**src/rtl/spi_packet_master.sv**
```systemverilog
// SPI master for 32-bit NoC command packets: MSB-first on mosi under cs_n framing,
// with the 32 miso bits of each frame handed back once the frame closes.
module spi_packet_master #(
    parameter int unsigned CLK_DIV = 4,
    parameter int unsigned GAP     = 2
) (
    input  logic        clk,
    input  logic        rst,
    input  logic        tx_valid,
    output logic        tx_ready,
    input  logic [31:0] tx_data,
    output logic        rx_valid,
    output logic [31:0] rx_data,
    output logic        busy,
    output logic        sclk,
    output logic        cs_n,
    output logic        mosi,
    input  logic        miso
);
    localparam logic [7:0] DIV_LOAD = 8'(CLK_DIV - 1);
    localparam logic [7:0] GAP_LOAD = 8'(GAP - 1);

    typedef enum logic [2:0] {
        S_IDLE,
        S_SETUP,
        S_SHIFT,
        S_DONE,
        S_WAIT
    } state_t;

    state_t      state_q, state_d;
    logic [7:0]  div_q, div_d;
    logic [5:0]  bit_q, bit_d;
    logic [7:0]  gap_q, gap_d;
    logic [30:0] tx_sh_q, tx_sh_d;
    logic [31:0] rx_sh_q, rx_sh_d;
    logic [31:0] rx_data_q, rx_data_d;
    logic        rx_valid_q, rx_valid_d;
    logic        tx_ready_q, tx_ready_d;
    logic        busy_q, busy_d;
    logic        sclk_q, sclk_d;
    logic        cs_n_q, cs_n_d;
    logic        mosi_q, mosi_d;

    always_ff @(posedge clk) begin
        if (rst) begin
            state_q    <= S_IDLE;
            div_q      <= '0;
            bit_q      <= '0;
            gap_q      <= '0;
            tx_sh_q    <= '0;
            rx_sh_q    <= '0;
            rx_data_q  <= '0;
            rx_valid_q <= 1'b0;
            tx_ready_q <= 1'b0;
            busy_q     <= 1'b0;
            sclk_q     <= 1'b0;
            cs_n_q     <= 1'b1;
            mosi_q     <= 1'b0;
        end else begin
            state_q    <= state_d;
            div_q      <= div_d;
            bit_q      <= bit_d;
            gap_q      <= gap_d;
            tx_sh_q    <= tx_sh_d;
            rx_sh_q    <= rx_sh_d;
            rx_data_q  <= rx_data_d;
            rx_valid_q <= rx_valid_d;
            tx_ready_q <= tx_ready_d;
            busy_q     <= busy_d;
            sclk_q     <= sclk_d;
            cs_n_q     <= cs_n_d;
            mosi_q     <= mosi_d;
        end
    end

    always_comb begin
        state_d    = state_q;
        div_d      = div_q;
        bit_d      = bit_q;
        gap_d      = gap_q;
        tx_sh_d    = tx_sh_q;
        rx_sh_d    = rx_sh_q;
        rx_data_d  = rx_data_q;
        rx_valid_d = 1'b0;
        tx_ready_d = tx_ready_q;
        busy_d     = busy_q;
        sclk_d     = sclk_q;
        cs_n_d     = cs_n_q;
        mosi_d     = mosi_q;

        case (state_q)
            S_IDLE: begin
                tx_ready_d = 1'b1;
                if (tx_valid && tx_ready_q) begin
                    state_d    = S_SETUP;
                    tx_sh_d    = tx_data[30:0];
                    mosi_d     = tx_data[31];
                    cs_n_d     = 1'b0;
                    sclk_d     = 1'b0;
                    tx_ready_d = 1'b0;
                    busy_d     = 1'b1;
                    div_d      = DIV_LOAD;
                    bit_d      = '0;
                end
            end
            S_SETUP: begin
                if (div_q == 8'd0) begin
                    state_d = S_SHIFT;
                    sclk_d  = 1'b1;
                    rx_sh_d = {rx_sh_q[30:0], miso};
                    div_d   = DIV_LOAD;
                end else begin
                    div_d = div_q - 8'd1;
                end
            end
            S_SHIFT: begin
                if (div_q != 8'd0) begin
                    div_d = div_q - 8'd1;
                end else if (sclk_q) begin
                    sclk_d = 1'b0;
                    div_d  = DIV_LOAD;
                    bit_d  = bit_q + 6'd1;
                    // after the last bit mosi holds packet[0] through the hold half
                    if (bit_q != 6'd31) begin
                        mosi_d  = tx_sh_q[30];
                        tx_sh_d = {tx_sh_q[29:0], 1'b0};
                    end
                end else if (bit_q == 6'd32) begin
                    state_d    = S_DONE;
                    cs_n_d     = 1'b1;
                    rx_data_d  = rx_sh_q;
                    rx_valid_d = 1'b1;
                end else begin
                    sclk_d  = 1'b1;
                    div_d   = DIV_LOAD;
                    rx_sh_d = {rx_sh_q[30:0], miso};
                end
            end
            S_DONE: begin
                if (GAP == 0) begin
                    state_d    = S_IDLE;
                    tx_ready_d = 1'b1;
                    busy_d     = 1'b0;
                end else begin
                    state_d = S_WAIT;
                    gap_d   = GAP_LOAD;
                end
            end
            S_WAIT: begin
                if (gap_q == 8'd0) begin
                    state_d    = S_IDLE;
                    tx_ready_d = 1'b1;
                    busy_d     = 1'b0;
                end else begin
                    gap_d = gap_q - 8'd1;
                end
            end
            default: begin
                state_d = S_IDLE;
            end
        endcase
    end

    assign tx_ready = tx_ready_q;
    assign rx_valid = rx_valid_q;
    assign rx_data  = rx_data_q;
    assign busy     = busy_q;
    assign sclk     = sclk_q;
    assign cs_n     = cs_n_q;
    assign mosi     = mosi_q;

endmodule

```
**config.mk**
```make
export PLATFORM = sky130hd
export DESIGN_NAME = spi_packet_master
export DESIGN_NICKNAME = d
export VERILOG_FILES = /design/src/rtl/spi_packet_master.sv
export SDC_FILE = /design/constraint.sdc
export NUM_CORES = 1
export LEC_CHECK = 0
export BUFFER_PORTS_ARGS = -buffer_cell sky130_fd_sc_hd__buf_4
export CAP_MARGIN = 20
export CORE_MARGIN = 5
export CORE_UTILIZATION = 35
export DETAILED_ROUTE_END_ITERATION = 10
export PLACE_DENSITY = 0.5
export SYNTH_ARGS = -nofsm -noshare
export SYNTH_HDL_FRONTEND = slang
export SYNTH_SLANG_ARGS = --single-unit
export TNS_END_PERCENT = 30
```
**constraint.sdc**
```tcl
create_clock -name clk -period 3 [get_ports clk]
set_clock_uncertainty 0.05 [all_clocks]
set_input_delay 0.6 -clock clk [delete_from_list [all_inputs] [get_ports clk]]
set_output_delay 0.6 -clock clk [all_outputs]
set_load 0.005 [all_outputs]
```
After elaboration in Yosys (flattened, before gate mapping)

Cells that the tools add are included.

Flip-flop bits (word level): 126
Input port bits: 36
Output and inout port bits: 38

Add/sub/neg operators: 3
Equality and inequality tests: 17
Multiplexer cells: 51
Bitwise logic cells: 3
Reductions and logical operators: 22

Operator list:

| kind                                                 | number |
|---|---|
| two-way mux 32 bit                                   | 4 |
| two-way mux 31 bit                                   | 4 |
| case mux 32 bit (2 select lines)                     | 1 |
| case mux 31 bit (2 select lines)                     | 1 |
| two-way mux 8 bit                                    | 6 |
| case mux 8 bit (3 select lines)                      | 1 |
| != test 2 bit (second input constant)                | 10 |
| two-way mux 3 bit                                    | 6 |
| two-way mux 6 bit                                    | 3 |
| two-way mux 1 bit                                    | 17 |
| zero test 8 bit                                      | 2 |
| case mux 8 bit (2 select lines)                      | 1 |
| subtractor 8 x 1 -> 8 bit (second input constant)    | 2 |
| case mux 3 bit (5 select lines)                      | 1 |
| AND reduction 5 bit                                  | 3 |
| case mux 6 bit (2 select lines)                      | 1 |
| AND reduction 4 bit                                  | 3 |
| case mux 1 bit (2 select lines)                      | 4 |
| nonzero test 2 bit                                   | 4 |
| nonzero test 8 bit                                   | 1 |
| adder 6 x 1 -> 6 bit (second input constant)         | 1 |
| equality test 3 x 2 -> 1 bit (second input constant) | 2 |
| equality test 6 bit (second input constant)          | 1 |
| != test 6 x 5 -> 1 bit (second input constant)       | 1 |
| 12 further kinds                                     | 16 |

Logic depth before layout (Yosys ltp)

Word-level depth: 5
Mapped depth: 8

Worst setup path before layout

OpenSTA, ideal clock, no wires.

Path kind: reg-to-reg
Start point: reg div_q[0]
End point: reg rx_sh_q[10]
Library setup time: 72 ps
Data arrival time: 1,920 ps
Required time: 2,878 ps
Slack: 958 ps
Stages on the path, launching flop included: 8
Buffers on the path: 1
Period minus slack after synthesis: 2,042 ps
Path through: dfxtp_1 -> inv_1 -> ha_1 -> nor3b_2 -> a211oi_2 -> a211oi_4 -> buf_6 -> mux2i_1

Cells in the longest elaborated chain, start to end: 3
Elaborated cells on any way between the ends: 5

Ends and longest elaborated chain:

| item                                                  | RTL line | source |
|---|---|---|
| start: declaration                                    | 32       | `logic [7:0] div_q, div_d;` |
| start signal: assignment                              | 62       | `div_q <= div_d;` |
| nonzero test 8 bit or zero test 8 bit (tied branches) | 118, 108 |  |
| != test 2 bit (no source line)                        | --       |  |
| AND reduction 5 bit (no source line) *                | --       |  |
| end signal: assignment                                | 66       | `rx_sh_q <= rx_sh_d;` |
| end: declaration                                      | 36       | `logic [31:0] rx_sh_q, rx_sh_d;` |

Every way passes the cells marked *; elsewhere a longest branch is shown, timed or not.
A chain may end at the register's enable or synchronous reset.

Final worst setup path

Start point: reg div_q[0]
End point: reg rx_sh_q[15]

The elaborated chain is that of the path after synthesis.

==> results.md <==
- The post-route standard cell area excluding fillers is 6840 um^2.
- After synthesis, the mean cell area works out to 9.26 um^2.
- The count of final hold-check violations is 0.
- The clock net sink count is 126.
- The highest fanout seen on the critical path is 33.
- The largest buffer count on any clock path is 2.
- After detailed routing, the total wire length is 13300 um.
- In this run the remaining antenna-violating nets after routing total 0.
- Yosys printed 0 warnings.
- The number of cells after detailed placement is 846.
- For this run, the post-layout net count is 690.
- The post-CTS setup buffer count is 0.
- The global placer's final weighted congestion is 0.843.
- The worst setup path is captured at a flip-flop.
- The number of nets in the synthesized netlist is 637.
- The largest stage delay on the critical path is 0.43 ns.
- For this design the ratio of total power to cell area is 669 nW/um^2.
- The synthesized flop and latch total is 126.
- The number of I/O pins is 74.
- The primary flip-flop cell chosen by synthesis mapping is sky130_fd_sc_hd__dfxtp_1.
- VDD sags by at most 0.399 mV.
- Derived from the worst setup path, the maximum achievable clock frequency is 0.421 GHz.
- In the routed layout, each cell is associated on average with a via count of 5.25.
- The critical path class is flip-flop to flip-flop.
- The number of cells on the worst reg-to-reg path is 8.
- Total power for the finished layout comes to 4.58 mW.
- In the final layout, the share of cells above drive strength 1 is 19.8%.
- The growth of design area from synthesis to finish is 24.0%.
- Entering global routing, the biggest net connects 56 pins.
- In the synthesized netlist, the number of instances is 596.
- The count of unique library cells instantiated by Yosys is 59.
- The final-layout fill cell count is 1576.
- The slack of the worst reg-to-reg path is 0.63 ns.
- Of the synthesized area, sequential elements account for 45.7%.
- Input and output buffers added on the ports amount to 73.
- The clock tree synthesis step divided the H-tree into 4 levels.
- The number of pins exceeding their max-slew limit in the final report is 0.
- The detailed placement HPWL is 8430 um.
- The average wire per standard cell is 15.1 um.
- The endpoint identified for the worst register-to-register timing path is rx_sh_q[15].
- Across all layers, the routed design uses 4604 vias.
- The most critical setup path has its endpoint at rx_sh_q[15].
- Setup repair after global routing left no endpoint under its margin.
- The number of gates given a new drive strength after cts is 0.
- The cell family contributing the most delay on the critical path is buffers and inverters.
- Counting I/O delays and the setup requirement, the final critical path takes 2.37 ns.
- Walking the worst path, the cells encountered are inv_1 > ha_1 > nor3b_2 > a211oi_2 > buf_4 > a211oi_4 > buf_12 > mux2i_1.
- After layout, the worst path uses 79.1% of the clock period.
- The number of global-route vias before repair came to 4465.
- CTS placed an instance of sky130_fd_sc_hd__clkbuf_16 at the clock tree root.
- The global-route usage over all layers is 14.8%.
- STA classifies the critical path startpoint as a flip-flop.
- The floorplan core area is 15700 um^2.
- The repair_antennas step left the layout with diodes totalling 0.
- TritonCTS built the clock tree.
- The post-synthesis async set-or-reset flop share is 0%.
- The min-delay analysis places its worst path in the category input pin to flip-flop.
- The DRC violation count after routing is 0.
- The number of antenna violations at the first check in global routing is 0.
- In this run the number of cells on the critical path is 8.
- Data arrives at the worst endpoint at 2.66 ns.
- For this block, the initial DRC count from the detailed router was 187.
- For this run, the detailed router's first-pass iteration total came to 4.
- The synthesized area is 5520 um^2.
- The finished layout holds 877 standard cells, fillers aside.
- After global routing the overflow that remains totals 0.
- The critical path contains buffers and inverters numbering 3 combined.
- TritonCTS created 17 clock buffers.
- For the final routed database, the setup TNS stands at 0 ns.
- For the pin with the worst max-slew slack, the measured transition is 0.605 ns.
- The largest individual stage delay along the critical path comes from the cell sky130_fd_sc_hd__nor3b_2.
- The number of standard-cell rows in the floorplan is 46.
- The data required time of the critical path is 3.29 ns.
- After clock tree synthesis, the clock-pin slew on the worst setup and hold paths is 0.06 ns.
- Measured against its own limit, the worst slew margin works out to 59.7%.
- The number of flops mapped to enable cells by yosys is 0.
- The count of hold-fix buffers inserted at cts is 0.
- For the worst-skew pair, the clock arrives at the later sink with an insertion delay of 0.41 ns.
- Summed over all cells, the static leakage comes to 2.46 nW.
- The worst register-to-register path begins at div_q[0].
- The first-pass GRT wire length is 22000 um.
- Measured along the x axis, the die boundary spans 136 um.
- The tool flagged a number of max-cap violations equal to 0.
- The initial core utilization is 35.3%.
- The floorplan step defined a die boundary enclosing 18400 um^2.
- The flow ran to the end, and the final reports show no timing, DRC or antenna violations.
- Setup violations remaining at the end of the flow were counted as 0.
- The placed standard-cell area is 6220 um^2.
- The chip height is 136 um.
- In this run the worst setup path begins at div_q[0].
==> worst min-delay path by stage <==
stage | start | to | slack [ns] | depth (start not counted)
2_1_floorplan | rx_sh_q[31] | rx_sh_q[31] | 0.38 | 2
3_3_place_gp | rx_sh_q[31] | rx_sh_q[31] | 0.39 | 2
3_5_place_dp | rx_sh_q[31] | rx_sh_q[31] | 0.41 | 2
4_1_cts | tx_data[0] | tx_sh_q[0] | 0.37 | 3
5_1_grt | tx_data[0] | tx_sh_q[0] | 0.40 | 3
6_report | tx_data[0] | tx_sh_q[0] | 0.39 | 3
==> metal layers <==
layer / global-route usage [%] / share of wire (%)
met2: 23.4 / 46
met4: 5.88 / 1.3
met5: 0 / 0
met1: 19.2 / 47
met3: 4.16 / 4.8
==> tightest hold or removal path, cell delays in order <==
cell                      delay [ns]
sky130_fd_sc_hd__buf_4          0.08
sky130_fd_sc_hd__nand2_1        0.04
sky130_fd_sc_hd__o32ai_1        0.09
==> synthesized netlist by cell type, types with 3 or more instances <==
| library cell | number | area [um^2] |
|---|---|---|
| sky130_fd_sc_hd__a21oi_1 | 74 | 370 |
| sky130_fd_sc_hd__o21ai_0 | 39 | 195 |
| sky130_fd_sc_hd__buf_6 | 3 | 33.8 |
| sky130_fd_sc_hd__or3_1 | 6 | 37.5 |
| sky130_fd_sc_hd__mux2i_1 | 67 | 671 |
| sky130_fd_sc_hd__buf_2 | 16 | 80.1 |
| sky130_fd_sc_hd__nand2_1 | 45 | 169 |
| sky130_fd_sc_hd__nand3_1 | 38 | 190 |
| sky130_fd_sc_hd__nor3_1 | 8 | 40.0 |
| sky130_fd_sc_hd__nand2b_1 | 5 | 31.3 |
| sky130_fd_sc_hd__inv_1 | 10 | 37.5 |
| sky130_fd_sc_hd__nor2_1 | 12 | 45.0 |
| sky130_fd_sc_hd__clkbuf_1 | 32 | 120 |
| sky130_fd_sc_hd__o21a_1 | 3 | 22.5 |
| sky130_fd_sc_hd__and2_1 | 3 | 18.8 |
| sky130_fd_sc_hd__nand4_1 | 4 | 25.0 |
| sky130_fd_sc_hd__ha_1 | 5 | 62.6 |
| sky130_fd_sc_hd__dfxtp_1 | 126 | 2520 |
| sky130_fd_sc_hd__or4_1 | 3 | 22.5 |
| sky130_fd_sc_hd__o2111ai_1 | 7 | 61.3 |
| sky130_fd_sc_hd__a2111o_1 | 4 | 45.0 |
| sky130_fd_sc_hd__a31oi_1 | 4 | 25.0 |
| sky130_fd_sc_hd__a211oi_1 | 37 | 278 |
==> where the power goes <==
| group | internal (mW) | switching, mW |
|---|---|---|
| logic | 0.245 | 0.391 |
| registers | 1.74 | 0.0564 |
| clock network | 1.41 | 0.726 |
==> through the flow <==
step	hold WS (ns)	setup slack, ns	utilization, %
after floorplan	0.385	0.958	-
after global placement	0.392	0.767	39.7
after detailed placement	0.407	0.642	39.7
after CTS	0.367	0.631	43.7
after global routing	0.396	0.427	43.7
final	0.388	0.626	43.7
==> area by class of cell <==
| class | instances | area (um^2) | share of cell area [%] |
|---|---|---|---|
| Clock inverter | 8 | 130 | 1.90 |
| Sequential cell | 126 | 2520 | 36.9 |
| Clock buffer | 23 | 498 | 7.28 |
| Timing Repair Buffer | 86 | 658 | 9.62 |
| Multi-Input combinational cell | 408 | 2730 | 39.9 |
| Tap cell | 216 | 270 | 3.95 |
| Inverter | 10 | 37.5 | 0.548 |
==> registers in the layout (all words and copies together) (netlist names) <==
name,count
cs_n,1
state_q,3
sclk,1
rx_data,32
rx_sh_q,32
div_q,8
busy,1
bit_q,6
mosi,1
tx_sh_q,31
gap_q,8
rx_valid,1
tx_ready,1
==> cell families (layout without fill, tap and decap cells) <==
group	count (synthesis)	count (layout)	synth area share [%]
DFF	126	126	45.7
xor gates and xnor gates	2	2	0.317
adders and majority gates	5	5	1.13
muxes	67	67	12.1
buffers and inverters	62	127	4.99
AOI/OAI and AO/OA	191	191	22.0
and+or+nand+nor	143	143	13.7
==> cell usage in the layout (no fill, tap or decap), types with 3 or more instances in the layout <==
| cell | instances |
|---|---|
| sky130_fd_sc_hd__dfxtp_1 | 126 |
| sky130_fd_sc_hd__buf_4 | 85 |
| sky130_fd_sc_hd__a21oi_1 | 74 |
| sky130_fd_sc_hd__mux2i_1 | 67 |
| sky130_fd_sc_hd__nand2_1 | 45 |
| sky130_fd_sc_hd__o21ai_0 | 39 |
| sky130_fd_sc_hd__nand3_1 | 38 |
| sky130_fd_sc_hd__a211oi_1 | 37 |
| sky130_fd_sc_hd__clkbuf_16 | 17 |
| sky130_fd_sc_hd__nor2_1 | 12 |
| sky130_fd_sc_hd__inv_1 | 10 |
| sky130_fd_sc_hd__nor3_1 | 8 |
| sky130_fd_sc_hd__o2111ai_1 | 7 |
| sky130_fd_sc_hd__or3_1 | 6 |
| sky130_fd_sc_hd__nand2b_1 | 5 |
| sky130_fd_sc_hd__ha_1 | 5 |
| sky130_fd_sc_hd__clkbuf_8 | 5 |
| sky130_fd_sc_hd__nand4_1 | 4 |
| sky130_fd_sc_hd__a31oi_1 | 4 |
| sky130_fd_sc_hd__a2111o_1 | 4 |
| sky130_fd_sc_hd__or4_1 | 3 |
| sky130_fd_sc_hd__and2_1 | 3 |
| sky130_fd_sc_hd__o21a_1 | 3 |
| sky130_fd_sc_hd__bufinv_16 | 3 |
| sky130_fd_sc_hd__clkinvlp_4 | 3 |
Power figures use the tool's default switching activity.
